File: config.mk
export PLATFORM = sky130hd
export DESIGN_NAME = forward_select_unit
export DESIGN_NICKNAME = d
export VERILOG_FILES = /design/src/rtl/cpu_fwd_pkg.sv /design/src/rtl/fwd_compare.sv /design/src/rtl/forward_select_unit.sv
export SDC_FILE = /design/constraint.sdc
export NUM_CORES = 1
export LEC_CHECK = 0
export ABC_AREA = 1
export ABC_CLOCK_PERIOD_IN_PS = 1700
export CAP_MARGIN = 15
export CELL_PAD_IN_SITES_DETAIL_PLACEMENT = 1
export CELL_PAD_IN_SITES_GLOBAL_PLACEMENT = 2
export CORE_MARGIN = 8
export CORE_UTILIZATION = 28
export CTS_CLUSTER_SIZE = 24
export DETAILED_ROUTE_END_ITERATION = 8
export GPL_TIMING_DRIVEN = 0
export PLACE_DENSITY = 0.86
export SKIP_CTS_REPAIR_TIMING = 1
export SLEW_MARGIN = 40
export SYNTH_ARGS = -nofsm -noshare
export SYNTH_HDL_FRONTEND = slang
export SYNTH_HIERARCHICAL = 1
export SYNTH_SLANG_ARGS = --single-unit
File: constraint.sdc
create_clock -name clk -period 1.7 [get_ports clk]
set_input_delay 0.51 -clock clk [delete_from_list [all_inputs] [get_ports clk]]
set_output_delay 0.51 -clock clk [all_outputs]
set_load 0.05 [all_outputs]
File: src/rtl/cpu_fwd_pkg.sv
// Shared types and constants for the EX-stage operand forwarding controller.
// The stage records hold only the fields that later hazard checks need.
package cpu_fwd_pkg;

   localparam int REG_ADDR_W = 4;

   localparam logic [2:0] SEL_REGFILE = 3'b000;
   localparam logic [2:0] SEL_EXMEM   = 3'b001;
   localparam logic [2:0] SEL_MEMWB   = 3'b010;

   typedef struct packed {
      logic                  valid;
      logic [REG_ADDR_W-1:0] rs1;
      logic [REG_ADDR_W-1:0] rs2;
      logic [REG_ADDR_W-1:0] rd;
      logic                  we;
      logic                  load;
   } ex_rec_t;

   typedef struct packed {
      logic                  valid;
      logic [REG_ADDR_W-1:0] rd;
      logic                  we;
      logic                  load;
   } mem_rec_t;

   typedef struct packed {
      logic                  valid;
      logic [REG_ADDR_W-1:0] rd;
      logic                  we;
   } wb_rec_t;

endpackage

File: src/rtl/fwd_compare.sv
// Priority compare of one EX source register against the MEM and WB records.
// The newer MEM producer wins over WB; r0 never forwards.
module fwd_compare
   import cpu_fwd_pkg::*;
(
   input  logic                  i_ex_valid,
   input  logic [REG_ADDR_W-1:0] i_src,
   input  logic                  i_mem_valid,
   input  logic [REG_ADDR_W-1:0] i_mem_rd,
   input  logic                  i_mem_we,
   input  logic                  i_mem_load,
   input  logic                  i_wb_valid,
   input  logic [REG_ADDR_W-1:0] i_wb_rd,
   input  logic                  i_wb_we,
   output logic [2:0]            o_sel
);

   logic w_src_nz;
   logic w_mem_hit;
   logic w_wb_hit;

   assign w_src_nz = |i_src;

   // A load in MEM has no ALU result yet; the stall guarantees it is caught in WB instead.
   assign w_mem_hit = i_mem_valid & i_mem_we & ~i_mem_load & (i_mem_rd == i_src);
   assign w_wb_hit  = i_wb_valid & i_wb_we & (i_wb_rd == i_src);

   always_comb begin
      o_sel = SEL_REGFILE;
      if (i_ex_valid && w_src_nz) begin
         if (w_mem_hit) begin
            o_sel = SEL_EXMEM;
         end else if (w_wb_hit) begin
            o_sel = SEL_MEMWB;
         end
      end
   end

endmodule

File: src/rtl/forward_select_unit.sv
// EX/MEM/WB destination tracking, operand-select generation and load-use stall.
// Outputs are combinational from the stage flops and the decode inputs.
module forward_select_unit
   import cpu_fwd_pkg::*;
(
   input  logic                  clk,
   input  logic                  rst_n,
   input  logic                  id_valid,
   input  logic [REG_ADDR_W-1:0] id_rs1,
   input  logic [REG_ADDR_W-1:0] id_rs2,
   input  logic [REG_ADDR_W-1:0] id_rd,
   input  logic                  id_we,
   input  logic                  id_is_load,
   input  logic                  flush,
   output logic [2:0]            fwd_sel_a,
   output logic [2:0]            fwd_sel_b,
   output logic                  stall
);

   ex_rec_t  r_ex;
   mem_rec_t r_mem;
   wb_rec_t  r_wb;

   logic w_stall;
   logic w_rd_hit;

   assign w_rd_hit = (r_ex.rd == id_rs1) | (r_ex.rd == id_rs2);

   // Flush dominates: the killed instruction cannot be the consumer of the load.
   assign w_stall = id_valid & r_ex.valid & r_ex.load & r_ex.we
                  & (r_ex.rd != '0) & w_rd_hit & ~flush;

   assign stall = w_stall;

   always_ff @(posedge clk or negedge rst_n) begin
      if (!rst_n) begin
         r_ex  <= '0;
         r_mem <= '0;
         r_wb  <= '0;
      end else begin
         r_wb  <= '{valid: r_mem.valid, rd: r_mem.rd, we: r_mem.we};
         r_mem <= '{valid: r_ex.valid, rd: r_ex.rd, we: r_ex.we, load: r_ex.load};
         r_ex  <= '{valid: id_valid & ~w_stall & ~flush,
                    rs1:   id_rs1,
                    rs2:   id_rs2,
                    rd:    id_rd,
                    we:    id_we,
                    load:  id_is_load};
      end
   end

   fwd_compare u_cmp_a (
      .i_ex_valid  (r_ex.valid),
      .i_src       (r_ex.rs1),
      .i_mem_valid (r_mem.valid),
      .i_mem_rd    (r_mem.rd),
      .i_mem_we    (r_mem.we),
      .i_mem_load  (r_mem.load),
      .i_wb_valid  (r_wb.valid),
      .i_wb_rd     (r_wb.rd),
      .i_wb_we     (r_wb.we),
      .o_sel       (fwd_sel_a)
   );

   fwd_compare u_cmp_b (
      .i_ex_valid  (r_ex.valid),
      .i_src       (r_ex.rs2),
      .i_mem_valid (r_mem.valid),
      .i_mem_rd    (r_mem.rd),
      .i_mem_we    (r_mem.we),
      .i_mem_load  (r_mem.load),
      .i_wb_valid  (r_wb.valid),
      .i_wb_rd     (r_wb.rd),
      .i_wb_we     (r_wb.we),
      .o_sel       (fwd_sel_b)
   );

endmodule

==> metrics.md, run 1 <==
| Metric | Value |
|---|---|
| Area Overhead vs Synth | `36.4%` |
| DRT Pass-1 Iters | `4` |
| Leak | `1.04 nW` |
| Simple-gate share of the synthesized area | `32.8%` |
| Slew @ Worst Pin | `roughly 0.6 ns` |
| Synth cell types | `17` |
| WP data required | `~1.2 ns` |
| H-tree depth | `1` |
| Via count | `roughly 1100` |
| Synth top area share | `~52%` |
| Max incr delay on CP | `0.46 ns` |
| IO Count | `25` |
| CP Max Fanout | `5` |
| Placed wire-length estimate | `around 2500 um` |
| Tot GR Track Use | `9.43%` |
| Hold Path Class | `input port to async pin` |
| CTS tree | `built` |
| CTS Root Buffer Type | `clkbuf_8` |
| Fin crit period | `roughly 2.0 ns` |
| GPL Wtd Cong | `0.736` |
| Syn Nets | `approximately 200` |
| Post-DR vias/cell | `4.22` |
| Max Root-Sink Buffers | `2` |
| N_diodes | `0` |
| Commonest non-fill, non-tap cell in the layout | `nand2_1` |
| FF/Latch Area | `about 700 um^2` |
| Largest family of logic cells by synthesized area | `simple AND/OR/NAND/NOR gates` |
| Worst EP arrival | `1.44 ns` |
| Mux cell area share after synthesis | `0%` |
| Worst path most repeated cell | `nand2_1` |
| TritonCTS Buffers | `3` |
| Die width | `85.1 um` |
| WL per Instance | `~12 um` |
| Synth Area in Compound Gates | `2.43%` |
| Synth Area in Adders | `0%` |
| Setup TNS | `-1.11 ns` |
| Ys Warns | `6` |
| Power Total | `around 1.4 mW` |
| CP max-delay cell | `dfrtp_1` |
| Commonest non-fill, non-tap cells in the layout | `nand2_1 (65), inv_1 (28), dfrtp_1 (27)` |
| Final worst setup slack | `-0.253 ns` |
| Full die area | `between 7000 and 8000 um^2` |
| Clock Skew | `0.00118 ns` |
| Final Hold Viols | `0` |
| Final core area utilization | `39.1%` |
| Final number of max-transition violations | `0` |
| Number of synthesized register bits | `28` |
| Post-synthesis sequential area ratio | `52.4%` |
| Die span in y | `between 80 and 90 um` |
| Power Density | `792 nW/um^2` |
| Reg-to-reg startpoint | `r_ex[2]$_DFF_PN0_` |
| CTS Sinks | `28` |
| Layout cells sized above 1 | `25.0%` |
| Mean Syn Cell Area | `~7.4 um^2` |
| Vias in the first global route | `1235` |
| Final setup fails | `5` |
| Slew HR | `between 50 and 60%` |
| Initial core utilization | `28.7%` |
| CP startpoint | `r_ex[4]$_DFF_PN0_` |
| CORE AREA | `between 4000 and 5000 um^2` |
| Multi-input gate area | `between 500 and 600 um^2` |
| Largest delay share family, worst path | `simple AND/OR/NAND/NOR gates` |
| Failing checks | `setup timing` |
| Global route overflow | `0` |
| Clock Pin Slew Worst Setup and Hold Paths | `0.09 ns` |
| Fin nets | `227` |
| Peak supply drop | `454 uV` |
| Initial antenna violation count | `0` |
| Antenna Nets Post-Route | `0` |
| Worst path bufs/invs | `2` |
| Maximum achievable frequency | `about 510 MHz` |
| Top cells by area, synth | `dfrtp_1 (52%), nand2_1 (20%), inv_1 (9.3%)` |
| Post-Synth XOR/XNOR Area | `0%` |
| First-pass GRT wire length | `5540 um` |
| WS Path Type | `register to output port` |
| Largest net degree at the start of global routing | `29` |
| # fillers | `562` |
| Clock Latency Late Sink | `0.27 ns` |
| Num rows | `25` |
| Unrepaired setup endpoints after global routing | `true` |
| CP Launch Type | `register` |
| Initial DRC count | `20` |
| Port-buffer cells | `22` |
| # DRC | `0` |
| Post-Syn Instances | `180` |
| Total Wirelength | `3140 um` |
| Crit end category | `output port` |
| Worst path cell trace | `inv_2 -> nand2_1 -> nand2_1 -> nor2_1 -> nand2_1 -> nand2_1 -> and2_4 -> buf_8` |
| Synth area leader | `dfrtp_1` |
| Final period util | `115%` |
| Status | `finished with violations` |
| Number of max-cap violations | `0` |
| Cell area after synthesis | `1340 um^2` |
[metal layers]
layer | GRT usage [%] | share of wire [%] | vias up
li1 | - | - | 576
met1 | 11.5 | 47 | 507
met2 | 15.8 | 49 | 18
met3 | 1.54 | 2.7 | 4
met4 | 4.37 | 1.4 | 0
met5 | 0 | 0 | -
[flip-flops by register name, summed over array words and instances (netlist names)]
name / cells
r_ex: 15
r_mem: 7
r_wb: 6
[worst register-to-register path: stages, from the launching register on]
cell and delay [ns]:
dfrtp_1 0.43, inv_1 0.11, nand2_1 0.07, nor3_1 0.19
nor2_2 0.06, a21oi_1 0.15
[worst paths after layout]
| kind | endpoint | cells past startpoint | slack (ns) |
|---|---|---|---|
| setup / recovery | stall | 8 | -0.25 |
| hold / removal | r_ex[2]$_DFF_PN0_ | 1 | 0.24 |
| setup reg to reg | r_ex[14]$_DFF_PN0_ | 5 | 0.62 |
| hold reg to reg | r_mem[1]$_DFF_PN0_ | 0 | 0.39 |
| max in group asynchronous | r_ex[10]$_DFF_PN0_ | 1 | 1.03 |
| min in group clk | r_mem[1]$_DFF_PN0_ | 0 | 0.39 |
[final cells by class]
| type | count | share of cell area [%] |
|---|---|---|
| Sequential cell | 28 | 38.5 |
| Multi-Input combinational cell | 112 | 30.5 |
| Timing Repair Buffer | 24 | 14.8 |
| Inverter | 38 | 7.82 |
| Tap cell | 54 | 3.71 |
| Clock buffer | 3 | 2.26 |
| Clock inverter | 1 | 1.65 |
| Buffer | 2 | 0.824 |
[cells by family (layout without fill, tap and decap cells)]
logic type             after synthesis  count (layout)
AO/OA/AOI/OAI                        5               5
buffers and inverters               40              68
flip-flops                          28              28
other                                2               2
AND/OR/NAND/NOR                    105             105
[through the flow]
stage	setup slack, ns	hold slack [ns]	instance area, um^2	instances
after floorplan	0.0435	0.214	1360	180
final	-0.253	0.236	1820	262
after detailed placement	-1.28	0.363	1640	256
after CTS	-1.28	0.253	1710	260
after global placement	-1.19	0.361	1640	256
after global routing	-0.368	0.277	1820	262
[synth_stat cells (all sizes together)]
cell type	count
nand3	4
nand2	74
conb	2
dfrtp	28
nor2	20
inv	38
a21oi	3
nor3	3
o21ai	2
nand4	3
and2	1
buf	2
[report_power, final]
group | internal [mW] | total, mW | switching (mW)
logic | 0.0780 | 0.185 | 0.107
clock network | 0.315 | 0.521 | 0.206
registers | 0.700 | 0.738 | 0.0383
Power figures use the tool's default switching activity.
==> run 2, diff against run 1 <==
Settings changed: SLEW_MARGIN 40 to unset.
==> run 2 against run 1 <==
  * The run still ends with setup timing left
  * Global-route usage fell by 0.36 points
  * Clock-buffer cell count unchanged
  * Design area decreased by 0.89%
  * Via count decreased by 0.36%
  * Critical path type unchanged
==> metrics.md, run 2 (synthesis results as in run 1) <==
| Metric | Value |
|---|---|
| Post-DR vias/cell | `4.22 (about the same)` |
| Maximum achievable frequency | `520 MHz (+1.6%)` |
| Status | `finished with violations` |
| Setup TNS | `-0.858 ns (+0.248 ns)` |
| Fin nets | `227 (unchanged)` |
| Unrepaired setup endpoints after global routing | `true` |
| CTS Sinks | `28 (unchanged)` |
| Biggest regs | `r_ex (15), r_mem (7), r_wb (6)` |
| Worst Min Path Start | `r_ex[1]$_DFF_PN0_` |
| CP Max Fanout | `4 (-1)` |
| WS Path Type | `register to output port` |
| CP startpoint | `r_ex[3]$_DFF_PN0_` |
| Most flop-heavy register | `r_ex` |
| Slew HR | `54.0% (-4.9 points)` |
| Final setup fails | `5 (unchanged)` |
| Worst EP arrival | `1.41 ns (-0.03 ns)` |
| Layout cells sized above 1 | `24.2% (-0.85 points)` |
| Initial core utilization | `28.7% (unchanged)` |
| Hold Path Class | `register to register` |
| Via count | `1101 (-0.36%)` |
| Largest register FFs | `15 (unchanged)` |
| Reg-to-reg startpoint | `r_ex[3]$_DFF_PN0_` |
| IO Count | `25 (unchanged)` |
| Placed wire-length estimate | `2570 um (+1.7%)` |
| CTS tree | `built` |
| FF/Latch Area | `702 um^2 (unchanged)` |
| Final worst setup slack | `-0.223 ns (+0.0302 ns)` |
| TritonCTS Buffers | `3 (unchanged)` |
| Clock Skew | `0.00277 ns (+0.00160 ns)` |
| Final number of max-transition violations | `0 (unchanged)` |
| Port-buffer cells | `22 (unchanged)` |
| Power Density | `701 nW/um^2 (-12%)` |
| GPL Wtd Cong | `0.736 (unchanged)` |
| Global route overflow | `0 (unchanged)` |
| Initial antenna violation count | `0 (unchanged)` |
| WP data required | `1.19 ns (about the same)` |
| Final Hold Viols | `0 (unchanged)` |
| DRT Pass-1 Iters | `4 (unchanged)` |
| Commonest non-fill, non-tap cell in the layout | `nand2_1` |
| Failing checks | `setup timing` |
| H-tree depth | `1 (unchanged)` |
| Largest net degree at the start of global routing | `17 (-41%)` |
| Dpl cells | `257 (+0.39%)` |
| CP Launch Type | `register` |
| Crit end category | `output port` |
| Fin crit period | `1.92 ns (-0.0302 ns)` |
| Die span in y | `85.1 um (unchanged)` |
| CORE AREA | `4660 um^2 (unchanged)` |
| Slew @ Worst Pin | `0.688 ns (+0.0717 ns)` |
| Max Root-Sink Buffers | `2 (unchanged)` |
| Final instance count without filler cells | `261 (-0.38%)` |
| Clock Pin Slew Worst Setup and Hold Paths | `0.09 ns (about the same)` |
| N_diodes | `0 (unchanged)` |
| Initial DRC count | `26 (+30%)` |
| Full die area | `7240 um^2 (unchanged)` |
| Commonest non-fill, non-tap cells in the layout | `nand2_1 (66), dfrtp_1 (27), inv_1 (26), inv_2 (12)` |
| Num rows | `25 (unchanged)` |
| Hold_ws | `0.381 ns (+0.145 ns)` |
| WL per Instance | `11.8 um (-1.3%)` |
| Total Wirelength | `3090 um (-1.7%)` |
| Multi-input gate area | `548 um^2 (-1.4%)` |
| CTS Root Buffer Type | `clkbuf_8` |
| Vias in the first global route | `1235 (unchanged)` |
| Tot GR Track Use | `9.07% (-0.36 points)` |
| Die width | `85.1 um (unchanged)` |
| Antenna Nets Post-Route | `0 (unchanged)` |
| Leak | `1.03 nW (-1.1%)` |
| Peak supply drop | `384 uV (-15%)` |
| Clock Latency Late Sink | `0.26 ns (about the same)` |
| Final period util | `113% (-1.8 points)` |
| Area Overhead vs Synth | `35.2%` |
| First-pass GRT wire length | `5400 um (-2.5%)` |
| # DRC | `0 (unchanged)` |
| # fillers | `571 (+1.6%)` |
| Number of max-cap violations | `0 (unchanged)` |
==> run 2: final timing paths <==
check                                     endpoint  slack, ns  depth (start not counted)
worst max-delay path                         stall      -0.22                          8
worst min-delay path            r_mem[1]$_DFF_PN0_       0.38                          0
worst max register to register  r_ex[14]$_DFF_PN0_       0.64                          5
worst min register to register  r_mem[1]$_DFF_PN0_       0.38                          0
max in group asynchronous        r_ex[5]$_DFF_PN0_       0.53                          2
min in group asynchronous        r_ex[6]$_DFF_PN0_       0.66                          1
==> run 2: metrics by stage <==
step | total power [mW] | util (%) | area, um^2 | worst slack, ns
2_1_floorplan | 0.834 | - | 1360 | 0.0435
3_3_place_gp | 0.917 | 35.2 | 1640 | -1.19
3_5_place_dp | 0.932 | 35.8 | 1670 | -1.25
4_1_cts | 1.27 | 36.7 | 1710 | -1.27
5_1_grt | 1.34 | 38.8 | 1810 | -0.333
6_report | 1.27 | 38.8 | 1810 | -0.223
==> run 2: per-layer routing <==
metal	wire (um)	vias up	part of all wire [%]	global-route usage (%)
met5	0	-	0	0
met4	14	0	0.45	2.91
met3	85	2	2.8	1.74
met2	1570	16	51	15.8
met1	1420	512	46	10.9
li1	-	571	-	-
==> run 2: final cells by class <==
cell class              instances  share of cell area (%)
plain buffers                   2                   0.831
clock buffers                   3                    2.29
flip-flops and latches         28                    38.9
repair buffers                 24                    16.1
well taps                      54                    3.74
multi-input cells             112                    30.3
inverters                      38                    7.89
==> run 2: worst max-delay path: stages, from the launching register on <==
cell and delay (ns):
dfrtp_1 0.42, inv_2 0.07, nand2_1 0.06, nand2_1 0.05, nor2_2 0.11, nand2_1 0.07, nand2_2 0.07, and2_4 0.15
buf_8 0.14
==> run 2: power breakdown <==
part / internal, mW / switching (mW)
sequential: 0.700 / 0.0382
clock: 0.158 / 0.180
combinational: 0.0821 / 0.108
total: 0.940 / 0.326
==> run 3, diff against run 2 <==
Settings changed: ABC_CLOCK_PERIOD_IN_PS 1700 to unset, GPL_ROUTABILITY_DRIVEN set to 0.
Clock period 1.7 ns to 2.2 ns, I/O delays scaled along.
==> run 3 against run 2 <==
  * The run now ends clean
  * Global-route usage decreased by 0.28 points
  * Combinational power decreased by 32%
  * Flip-flop and latch count unchanged
  * First-iteration DRC count decreased by 46%
  * Clock-buffer cell count unchanged
  * Critical path type is now input port to output port
  * Largest cell class unchanged
==> metrics.md, run 3 (synthesis results as in run 1) <==
| Metric | Value |
|---|---|
| First-pass GRT wire length | `5180 um (-4.2%)` |
| Power Total | `0.967 mW (-24%)` |
| CORE AREA | `4660 um^2 (unchanged)` |
| Leak | `0.955 nW (-6.9%)` |
| Hold_ws | `0.382 ns (+0.000991 ns)` |
| Fin nets | `226 (-0.44%)` |
| CP Launch Type | `input port` |
| WL per Instance | `11.4 um (-3.7%)` |
| Area Overhead vs Synth | `25.0%` |
| Full die area | `7240 um^2 (unchanged)` |
| Antenna Nets Post-Route | `0 (unchanged)` |
| Fin crit period | `2.18 ns` |
| Unrepaired setup endpoints after global routing | `true` |
| Tot GR Track Use | `8.79% (-0.28 points)` |
| Power Density | `579 nW/um^2 (-17%)` |
| Total Wirelength | `2960 um (-4.1%)` |
| Vias in the first global route | `1154 (-6.6%)` |
| Design area | `1670 um^2 (-7.5%)` |
| Placed wire-length estimate | `2510 um (-2.2%)` |
| Initial DRC count | `14 (-46%)` |
| CTS tree | `built` |
| Setup TNS | `0 ns (+0.858 ns)` |
| Initial antenna violation count | `0 (unchanged)` |
| CTS Root Buffer Type | `clkbuf_8` |
| CTS Sinks | `28 (unchanged)` |
| Largest net degree at the start of global routing | `21 (+4)` |
| Final Hold Viols | `0 (unchanged)` |
| Commonest non-fill, non-tap cell in the layout | `nand2_1` |
| Clock Pin Slew Worst Setup and Hold Paths | `0.09 ns (about the same)` |
| Maximum achievable frequency | `between 400 and 500 MHz` |
| WS Path Type | `input port to output port` |
| Die width | `85.1 um (unchanged)` |
| Most flop-heavy register | `r_ex` |
| Clock Latency Late Sink | `0.27 ns (about the same)` |
| DP Area | `1650 um^2 (-1.1%)` |
| Worst path bufs/invs | `3 (+1)` |
| Largest register FFs | `15 (unchanged)` |
| Crit end category | `output port` |
| Post-DR vias/cell | `4.17 (-1.3%)` |
| H-tree depth | `1 (unchanged)` |
| Port-buffer cells | `22 (unchanged)` |
| Via count | `1083 (-1.6%)` |
| Largest delay share family, worst path | `simple AND/OR/NAND/NOR gates` |
| DRT Pass-1 Iters | `3 (-1)` |
| Hold Path Class | `register to register` |
| Max Root-Sink Buffers | `2 (unchanged)` |
| Commonest non-fill, non-tap cells in the layout | `nand2_1 (72), inv_1 (32), dfrtp_1 (28), nor2_1 (17)` |
| Final worst setup slack | `0.0174 ns (+0.240 ns)` |
| Layout cells sized above 1 | `16.5% (-7.6 points)` |
| Dpl ws | `-1.01 ns (+0.242 ns)` |
| Peak supply drop | `267 uV (-30%)` |
| Final number of max-transition violations | `0 (unchanged)` |
| Initial core utilization | `28.7% (unchanged)` |
| CP max-delay cell | `buf_6` |
| # DRC | `0 (unchanged)` |
| Worst path most repeated cell | `nand2_1` |
| WP data required | `1.54 ns (+0.35 ns)` |
| Final setup fails | `0 (-5)` |
| IO Count | `25 (unchanged)` |
| Number of max-cap violations | `0 (unchanged)` |
| Die span in y | `85.1 um (unchanged)` |
| Biggest regs | `r_ex (15), r_mem (7), r_wb (6)` |
| CP Max Fanout | `3 (-1)` |
| Worst path cell trace | `dlymetal6s2s_1 -> inv_1 -> nand2_1 -> nand2_1 -> nor2_1 -> nand2_1 -> nand2_1 -> and2_1 -> buf_6` |
| TritonCTS Buffers | `3 (unchanged)` |
| Worst EP arrival | `1.52 ns (+0.11 ns)` |
| N_diodes | `0 (unchanged)` |
| Global route overflow | `0 (unchanged)` |
| Status | `finished clean` |
| Max incr delay on CP | `0.16 ns (-0.26 ns)` |
| Final period util | `slightly below 100%` |
| Clock Skew | `0.00108 ns (-0.00170 ns)` |
| Num rows | `25 (unchanged)` |
-- run 3: path summary, 6_finish.rpt --
check,startpoint,to,slack (ns),cells past startpoint
max,id_rs2[1],stall,0.02,9
max reg2reg,r_ex[3]$_DFF_PN0_,r_ex[14]$_DFF_PN0_,1.16,5
min,r_ex[0]$_DFF_PN0_,r_mem[0]$_DFF_PN0_,0.38,0
min in group asynchronous,rst_n,r_mem[3]$_DFF_PN0_,0.72,1
max in group asynchronous,rst_n,r_ex[12]$_DFF_PN0_,1.02,2
min reg2reg,r_ex[0]$_DFF_PN0_,r_mem[0]$_DFF_PN0_,0.38,0
-- run 3: area by class of cell --
| type | count | area (um^2) |
|---|---|---|
| Fill cell | 579 | 2990 |
| Sequential cell | 28 | 701 |
| Multi-Input combinational cell | 112 | 485 |
| Timing Repair Buffer | 23 | 218 |
| Inverter | 38 | 143 |
| Tap cell | 54 | 67.6 |
| Clock buffer | 3 | 41.3 |
| Buffer | 2 | 15.0 |
-- run 3: per-layer routing --
| layer | wire, um | global-route usage (%) | share of wire [%] |
|---|---|---|---|
| met1 | 1350 | 10.7 | 46 |
| met4 | 32 | 3.40 | 1.1 |
| met5 | 0 | 0 | 0 |
| met3 | 103 | 1.83 | 3.5 |
| met2 | 1470 | 14.7 | 50 |
-- run 3: power by group --
group / total, mW / internal [mW] / switching, mW
clock: 0.269 / 0.123 / 0.146
combinational: 0.130 / 0.0556 / 0.0745
sequential: 0.568 / 0.540 / 0.0272
total: 0.967 / 0.719 / 0.248
-- run 3: metrics by stage --
stage	util (%)	instances
3_5_place_dp	35.4	257
6_report	35.8	260
5_1_grt	35.8	260
4_1_cts	36.3	260
2_1_floorplan	-	180
3_3_place_gp	34.8	256
